<file path="src/rtl/instr_loader_pkg.sv">
// Shared constants and state encoding for the byte-serial instruction loader.
package instr_loader_pkg;

  localparam logic [7:0]  START_MARK = 8'hFE;
  localparam logic [7:0]  END_MARK   = 8'hFF;
  localparam logic [31:0] NOP_WORD   = 32'h00000013;

  typedef enum logic [1:0] {
    IDLE = 2'd0,
    LOAD = 2'd1,
    FILL = 2'd2,
    DONE = 2'd3
  } state_t;

endpackage

</file>
<file path="src/rtl/instr_byte_packer.sv">
// Little-endian 4-byte accumulator; word_done fires combinationally on the byte
// that completes a word, with the full word presented alongside it.
module instr_byte_packer (
  input  logic        clk_i,
  input  logic        reset,
  input  logic        clear,
  input  logic        accept,
  input  logic [7:0]  byte_in,
  output logic [1:0]  byte_idx,
  output logic        word_done,
  output logic [31:0] word
);

  logic [23:0] acc_q;

  always_ff @(posedge clk_i or posedge reset) begin
    if (reset) begin
      byte_idx <= 2'd0;
      acc_q    <= 24'd0;
    end else if (clear) begin
      byte_idx <= 2'd0;
    end else if (accept) begin
      case (byte_idx)
        2'd0:    acc_q[7:0]   <= byte_in;
        2'd1:    acc_q[15:8]  <= byte_in;
        2'd2:    acc_q[23:16] <= byte_in;
        default: acc_q        <= acc_q;
      endcase
      byte_idx <= byte_idx + 2'd1;
    end
  end

  assign word_done = accept && (byte_idx == 2'd3);
  assign word      = {byte_in, acc_q};

endmodule

</file>
<file path="src/rtl/instr_loader.sv">
// Instruction loader: detects FE/FF framing, packs bytes into words and writes them
// to instruction memory. Optional NOP padding: INSTR_LOADER_NOP_FILL_EN.
module instr_loader
  import instr_loader_pkg::*;
#(
  parameter int ADDR_W = 6
) (
  input  logic              clk_i,
  input  logic              reset,
  input  logic [7:0]        instr_i,
  output logic              wr_en_o,
  output logic [ADDR_W-1:0] wr_addr_o,
  output logic [31:0]       wr_data_o,
  output logic [ADDR_W:0]   word_count_o,
  output logic              load_done_o,
  output logic              err_o
);

  state_t              state_q, state_n;
  logic                wr_en_n, done_n, err_n;
  logic [ADDR_W-1:0]   wr_addr_n;
  logic [31:0]         wr_data_n;
  logic [ADDR_W:0]     count_n;
  logic [1:0]          byte_idx;
  logic                word_done, accept, clear;
  logic [31:0]         word;
  logic                is_start, is_end, at_marker_slot;

  assign is_start       = (instr_i == START_MARK);
  assign is_end         = (instr_i == END_MARK);
  assign at_marker_slot = (byte_idx == 2'd0);
  // Markers only count at the opcode byte; elsewhere FE/FF are plain data.
  assign accept = (state_q == LOAD) && !(at_marker_slot && (is_start || is_end));
  assign clear  = (state_q != LOAD);

  instr_byte_packer u_packer (
    .clk_i     (clk_i),
    .reset     (reset),
    .clear     (clear),
    .accept    (accept),
    .byte_in   (instr_i),
    .byte_idx  (byte_idx),
    .word_done (word_done),
    .word      (word)
  );

`ifdef INSTR_LOADER_NOP_FILL_EN
  logic [ADDR_W-1:0] fill_q, fill_n;
`endif

  always_comb begin
    state_n   = state_q;
    wr_en_n   = 1'b0;
    wr_addr_n = wr_addr_o;
    wr_data_n = wr_data_o;
    count_n   = word_count_o;
    done_n    = load_done_o;
    err_n     = err_o;
`ifdef INSTR_LOADER_NOP_FILL_EN
    fill_n    = fill_q;
`endif
    case (state_q)
      IDLE: if (is_start) state_n = LOAD;
      LOAD: begin
        if (at_marker_slot && is_end) begin
`ifdef INSTR_LOADER_NOP_FILL_EN
          if (word_count_o[ADDR_W]) begin
            state_n = DONE;
            done_n  = 1'b1;
          end else begin
            state_n = FILL;
            fill_n  = word_count_o[ADDR_W-1:0];
          end
`else
          state_n = DONE;
          done_n  = 1'b1;
`endif
        end else if (at_marker_slot && is_start) begin
          err_n = 1'b1;
        end else if (word_done) begin
          // Top bit of the count set means memory is already full.
          if (word_count_o[ADDR_W]) begin
            err_n = 1'b1;
          end else begin
            wr_en_n   = 1'b1;
            wr_addr_n = word_count_o[ADDR_W-1:0];
            wr_data_n = word;
            count_n   = word_count_o + 1'b1;
          end
        end
      end
`ifdef INSTR_LOADER_NOP_FILL_EN
      FILL: begin
        wr_en_n   = 1'b1;
        wr_addr_n = fill_q;
        wr_data_n = NOP_WORD;
        fill_n    = fill_q + 1'b1;
        // done_n is raised from DONE so it lands one edge after the last write.
        if (&fill_q) state_n = DONE;
      end
`endif
      DONE:    done_n  = 1'b1;
      default: state_n = IDLE;
    endcase
  end

  always_ff @(posedge clk_i or posedge reset) begin
    if (reset) begin
      state_q      <= IDLE;
      wr_en_o      <= 1'b0;
      wr_addr_o    <= '0;
      wr_data_o    <= 32'd0;
      word_count_o <= '0;
      load_done_o  <= 1'b0;
      err_o        <= 1'b0;
    end else begin
      state_q      <= state_n;
      wr_en_o      <= wr_en_n;
      wr_addr_o    <= wr_addr_n;
      wr_data_o    <= wr_data_n;
      word_count_o <= count_n;
      load_done_o  <= done_n;
      err_o        <= err_n;
    end
  end

`ifdef INSTR_LOADER_NOP_FILL_EN
  always_ff @(posedge clk_i or posedge reset) begin
    if (reset) fill_q <= '0;
    else       fill_q <= fill_n;
  end
`endif

endmodule

</file>
<file path="config.mk">
export PLATFORM = sky130hd
export DESIGN_NAME = instr_loader
export DESIGN_NICKNAME = d
export VERILOG_FILES = /design/src/rtl/instr_loader_pkg.sv /design/src/rtl/instr_byte_packer.sv /design/src/rtl/instr_loader.sv
export SDC_FILE = /design/constraint.sdc
export NUM_CORES = 1
export LEC_CHECK = 0
export ABC_CLOCK_PERIOD_IN_PS = 4500
export CORE_MARGIN = 5
export CORE_UTILIZATION = 55
export DETAILED_ROUTE_END_ITERATION = 8
export PLACE_DENSITY = 0.84
export SYNTH_ARGS = -nofsm -noshare
export SYNTH_HDL_FRONTEND = slang
export SYNTH_SLANG_ARGS = --single-unit
</file>
<file path="constraint.sdc">
create_clock -name clk_i -period 4.5 [get_ports clk_i]
set_input_delay 1.125 -clock clk_i [delete_from_list [all_inputs] [get_ports clk_i]]
set_output_delay 1.125 -clock clk_i [all_outputs]
set_load 0.03 [all_outputs]
</file>
==> qor.txt <==
Port-buffer cells: 57
Ys flop type: dfrtp_1
First-pass GRT wire length: 9650 um
Synth Register Bits: 76
Final ANT Viol Nets: 0
Master of the slowest instance on the critical path: clkdlybuf4s50_1
CTS root buffer: clkbuf_8
Fin Setup TNS: 0 ps
Via count: 1785
Peak supply drop: 448 uV
Final hold violations: 0
Synth top cells by count: dfrtp_1, mux2_2, mux2_1
Drt initial violations: 88
Postcts setup bufs: 0
Top delay family on crit path: buffers and inverters
Die ar.: 0.00706 sq mm
Cell with the most instances after synthesis: dfrtp_1
Synth area leader: dfrtp_1
Routability cong.: 0.883
Share of cells above drive strength 1: 25.0%
Yosys warns: 0
Crit path arrival time: 3300 ps
Leak: 1.67 nW
Critical path class: input port to flip-flop
Max Cap Viol: 0
Clk pin slew, worst setup/hold paths: 70 ps
Nets: 278
Core box area: 0.00541 sq mm
Global Route Usage Sum: 17.5%
CTS HTree Levels: 3
WL final: 5640 um
Worst-skew pair later-pin latency: 340 ps
Die Width: 84.0 um
Fill cells: 378
Async S/R FF share, synth: 100%
Largest net degree at the start of global routing: 60
F_max: 0.324 GHz
Residual DRC: 0
Sequential area share after synthesis: 63.1%
Post-cts resize count: 0
Dpl cells: 324
Data required, critical path: 4710 ps
Total global routing overflow: 0
HP Class: flip-flop to flip-flop
CP Cell Sequence: clkdlybuf4s50_1 -> nand4_1 -> o211ai_4 -> buf_12 -> mux2_1
Initial antenna violation count: 0
Final min period: 3090 ps
Synth Instances: 197
Met3 Resource Use GR: 4.34%
Vias per inst: 5.25
GR peak layer: met2
Met1 Use GR: 22.9%
Cell variety after synth: 27
CP Capture Type: flip-flop
Syn Nets: 212
Clock buffer count from CTS: 9
Longest Clk Path Bufs: 2
Number of synthesized flops with an enable pin: 0
Worst setup SP type: input port
ANT cells: 0
Area share of the largest cell type after synthesis: 63.1%
WL per Instance: 16.6 um
TritonCTS clock tree: built
Worst Skew: 9.16 ps
Top-level I/O count: 58
RSZ-0062 raised after global routing: false
Largest stage delay on the critical path: 670 ps
Tcrit/Tclk final: 68.7%
Die height: 84.0 um
Area added between synthesis and finish: 26.8%
Number of clock sinks: 76
Synthesized cell area: 0.00301 sq mm
Status: completed
Slew HR: 34.4%
Power Dens Cells: 838 mW/mm^2
WP buf/inv: 2
Met2 Use GR: 28.0%
DR pass1 iterations: 4
Worst Tran Pin Value: 983 ps
Starting Density: 55.8%
Synth top area cells: dfrtp_1, mux2_2, mux2_1
Layout Cells excl Fill: 340
Vias in the first global route: 1944
Slew Viols, Final: 0
Post-DP HPWL: 3950 um
CTS Hold Bufs: 0
Critical path fanouts, max: 28
FP Rows: 27
Synth Area per Inst: 15.3 sq um
Setup violators final: 0
==> final timing paths <==
kind	from	slack (ps)	to	cells past startpoint
hold reg to reg	u_packer.acc_q[3]	480	wr_data_o[3]	1
hold / removal	u_packer.acc_q[3]	480	wr_data_o[3]	1
min in group asynchronous	reset	1310	wr_data_o[15]	2
setup reg to reg	u_packer.byte_idx[0]	2170	wr_data_o[4]	6
max in group asynchronous	reset	2400	u_packer.acc_q[3]	3
setup / recovery	instr_i[4]	1410	wr_data_o[4]	5
==> kinds of logic (layout without fill, tap and decap cells) <==
kind of cell	Yosys count	after routing	synth area share, %
flops	76	76	63.1
simple gates	27	27	5.02
mux	62	62	23.2
compound gates	11	11	2.66
xor+xnor	6	6	1.74
fa+ha+maj	5	5	2.08
buf+inv	10	81	2.24
==> worst reg2reg max path, delay by kind of cell (launching register included) <==
kind / cells / cell delay [ps]
AOI/OAI and AO/OA: 1 / 610
DFF: 1 / 400
buffers and inverters: 2 / 400
muxes: 1 / 360
adders and majority gates: 1 / 220
and+or+nand+nor: 1 / 220
==> placed cells by master, fill, tap and decap left out, types with 3 or more instances in the layout <==
cell type and count:
dfrtp_1 76, clkdlybuf4s50_1 57, mux2_2 49, mux2_1 13, clkbuf_8 10, nand2_1 6, nand4_1 5, inv_1 5
ha_1 5, nor2_1 4, o21ai_0 4, xor2_1 4, clkbuf_1 4, clkinv_2 3
==> where the power goes <==
part	switching [mW]	leakage (nW)	internal, mW
Combinational	0.794	0.688	0.759
Sequential	0.186	0.899	1.02
Clock	0.226	0.0844	0.215
==> metrics by stage <==
stage	total power [mW]	setup WS (ps)	utilization, %	hold slack, ps	area (sq um)
CTS	3.24	1390	70.7	483	3820
global placement	2.75	1100	67.7	462	3660
detailed placement	2.80	1020	67.7	470	3660
global route	3.39	1290	70.7	509	3820
floorplan	2.22	1440	-	452	3010
finish	3.20	1410	70.7	477	3820
==> cell type report <==
| class | instances | area (sq um) | area share, % |
|---|---|---|---|
| Multi-Input combinational cell | 111 | 1040 | 27.3 |
| Inverter | 6 | 23.8 | 0.622 |
| Tap cell | 72 | 90.1 | 2.36 |
| Clock inverter | 2 | 10.0 | 0.262 |
| Timing Repair Buffer | 59 | 598 | 15.7 |
| Sequential cell | 76 | 1900 | 49.8 |
| Clock buffer | 14 | 153 | 3.99 |
==> layer usage <==
metal	share of wire (%)	vias to the layer above
li1	-	822
met1	43	910
met2	51	42
met3	3.9	11
met4	1.9	0
met5	0	-
==> state kept, by name, indices dropped and copies added (netlist names) <==
register	count
load_done_o	1
wr_data_o	32
state_q	2
word_count_o	7
err_o	1
u_packer.acc_q	24
wr_en_o	1
wr_addr_o	6
u_packer.byte_idx	2
Power figures use the tool's default switching activity.
==> edit: new RTL, config.mk and constraints unchanged <==
Re-encode `state_t` (4 states) as one-hot, 4 bits wide.
--- a/src/rtl/instr_loader_pkg.sv
+++ b/src/rtl/instr_loader_pkg.sv
@@ -6,9 +6,9 @@
   localparam logic [31:0] NOP_WORD   = 32'h00000013;
 
-  typedef enum logic [1:0] {
-    IDLE = 2'd0,
-    LOAD = 2'd1,
-    FILL = 2'd2,
-    DONE = 2'd3
+  typedef enum logic [3:0] {
+    IDLE = 4'b0001,
+    LOAD = 4'b0010,
+    FILL = 4'b0100,
+    DONE = 4'b1000
   } state_t;
 
Formal check against the unedited RTL: same outputs for any inputs over 10 cycles, from zero or initial values and one cycle with reset high; not proved beyond that.
==> edit against the unedited design <==
  * Sequential cell count rose by 1
  * Fmax rose by 3.4%
  * Register-to-register slack improved by 0.02 ns
  * Wire length rose by 4.1%
  * Final area rose by 5.2%
  * Worst setup slack improved by 0.10 ns
  * Area after synthesis rose by 7.0%
  * Critical endpoint is now wr_data_o[1]
Power is not compared: it rests on default switching activity, and its combinational part moved more than twofold at a synthesized area within 25%.
==> edit: results (changes against the unedited design) <==
yosysUniqueCellTypes: 30  # +11%
worstPathMaxFanout: 41  # +46%
synth_area_leaders: "dfrtp_1 (59%), mux2_4 (18%), mux2_2 (8.7%)"
grt_pass1_vias: 1917  # -1.4%
grt_pass1_wl_um: 9811  # +1.6%
syn-num-nets: 214  # +0.94%
initialDrtViolationCount: 57  # -35%
clock-root-buffer: "clkbuf_8"
pre_cts_ws_ns: 1.148  # +0.1270 ns
slew_headroom_pct: 48.80  # +14 points
place_area_um2: 3844  # +5.1%
wl_per_cell_um: 17.25  # +4.1%
n_fill_cell: 385  # +1.9%
drive_above_1_share_pct: 33.21  # +8.2 points
syn_avg_cell_area_um2: 16.20  # +5.9%
area_delta_synth_final_pct: 24.72
yosysSeqAreaShare_pct: 59.80  # -3.3 points
via_per_inst: 5.376  # +2.4%
num_vias: 1828  # +2.4%
arrival_ns: 3.22  # -0.08 ns
outcome: "finished, final reports clean"
dpl.hpwl_um: 3998  # +1.2%
globalRouteTotalUtil_pct: 17.32  # -0.19 points
place_congestion: 0.7655  # -13%
ys_top_cells_by_count: "dfrtp_1 (76), mux2_4 (38), mux2_2 (25)"
==> edit: kinds of logic after synthesis <==
family | share of synthesized area, %
adder cells (fa/ha/maj) | 1.940
flip-flops | 59.80
XOR/XNOR | 1.630
AND/OR/NAND/NOR | 5.665
AO/OA/AOI/OAI | 1.941
buffers and inverters | 1.979
multiplexers | 27.05
==> edit: critical path, stage by stage <==
cell and delay (ns):
clkdlybuf4s50_1 0.57, and4_1 0.37, a21oi_4 0.14, nand2_4 0.60
mux2_2 0.40
==> edit: routing by layer <==
layer	GRT usage [%]	up-vias	share of wire [%]
met4	10.20	0	2.4
met2	27.19	49	48
li1	-	829	-
met1	22.08	935	45
met5	0	-	0
met3	3.802	15	4.4
==> edit: power groups by stage <==
stage	Combinational, mW	Sequential, mW	Clock (mW)
after floorplan	0.0119	0.705	0
after global placement	0.0291	0.705	0
after detailed placement	0.0298	0.705	0
after CTS	0.0299	0.692	0.477
after global routing	0.0327	0.691	0.505
final	0.0285	0.692	0.466
==> edit: area by class of cell <==
cell class                 instances  area share [%]
sequential                        77           47.95
inverter                           4          0.3734
timing repair buffer              58           14.37
tap                               72           2.240
multi-input combinational        113           30.65
clock buffer                      12           3.858
clock inverter                     4          0.5600
==> edit: final timing paths <==
check | from | to | slack, ns | cells past startpoint
worst max-delay path | instr_i[5] | wr_data_o[1] | 1.51 | 5
worst min-delay path | err_o | err_o | 0.47 | 1
worst min register to register | err_o | err_o | 0.47 | 1
worst max register to register | u_packer.byte_idx[0] | wr_data_o[13] | 2.19 | 6
max in group asynchronous | reset | u_packer.acc_q[17] | 2.41 | 3
min in group asynchronous | reset | wr_data_o[22] | 1.05 | 2
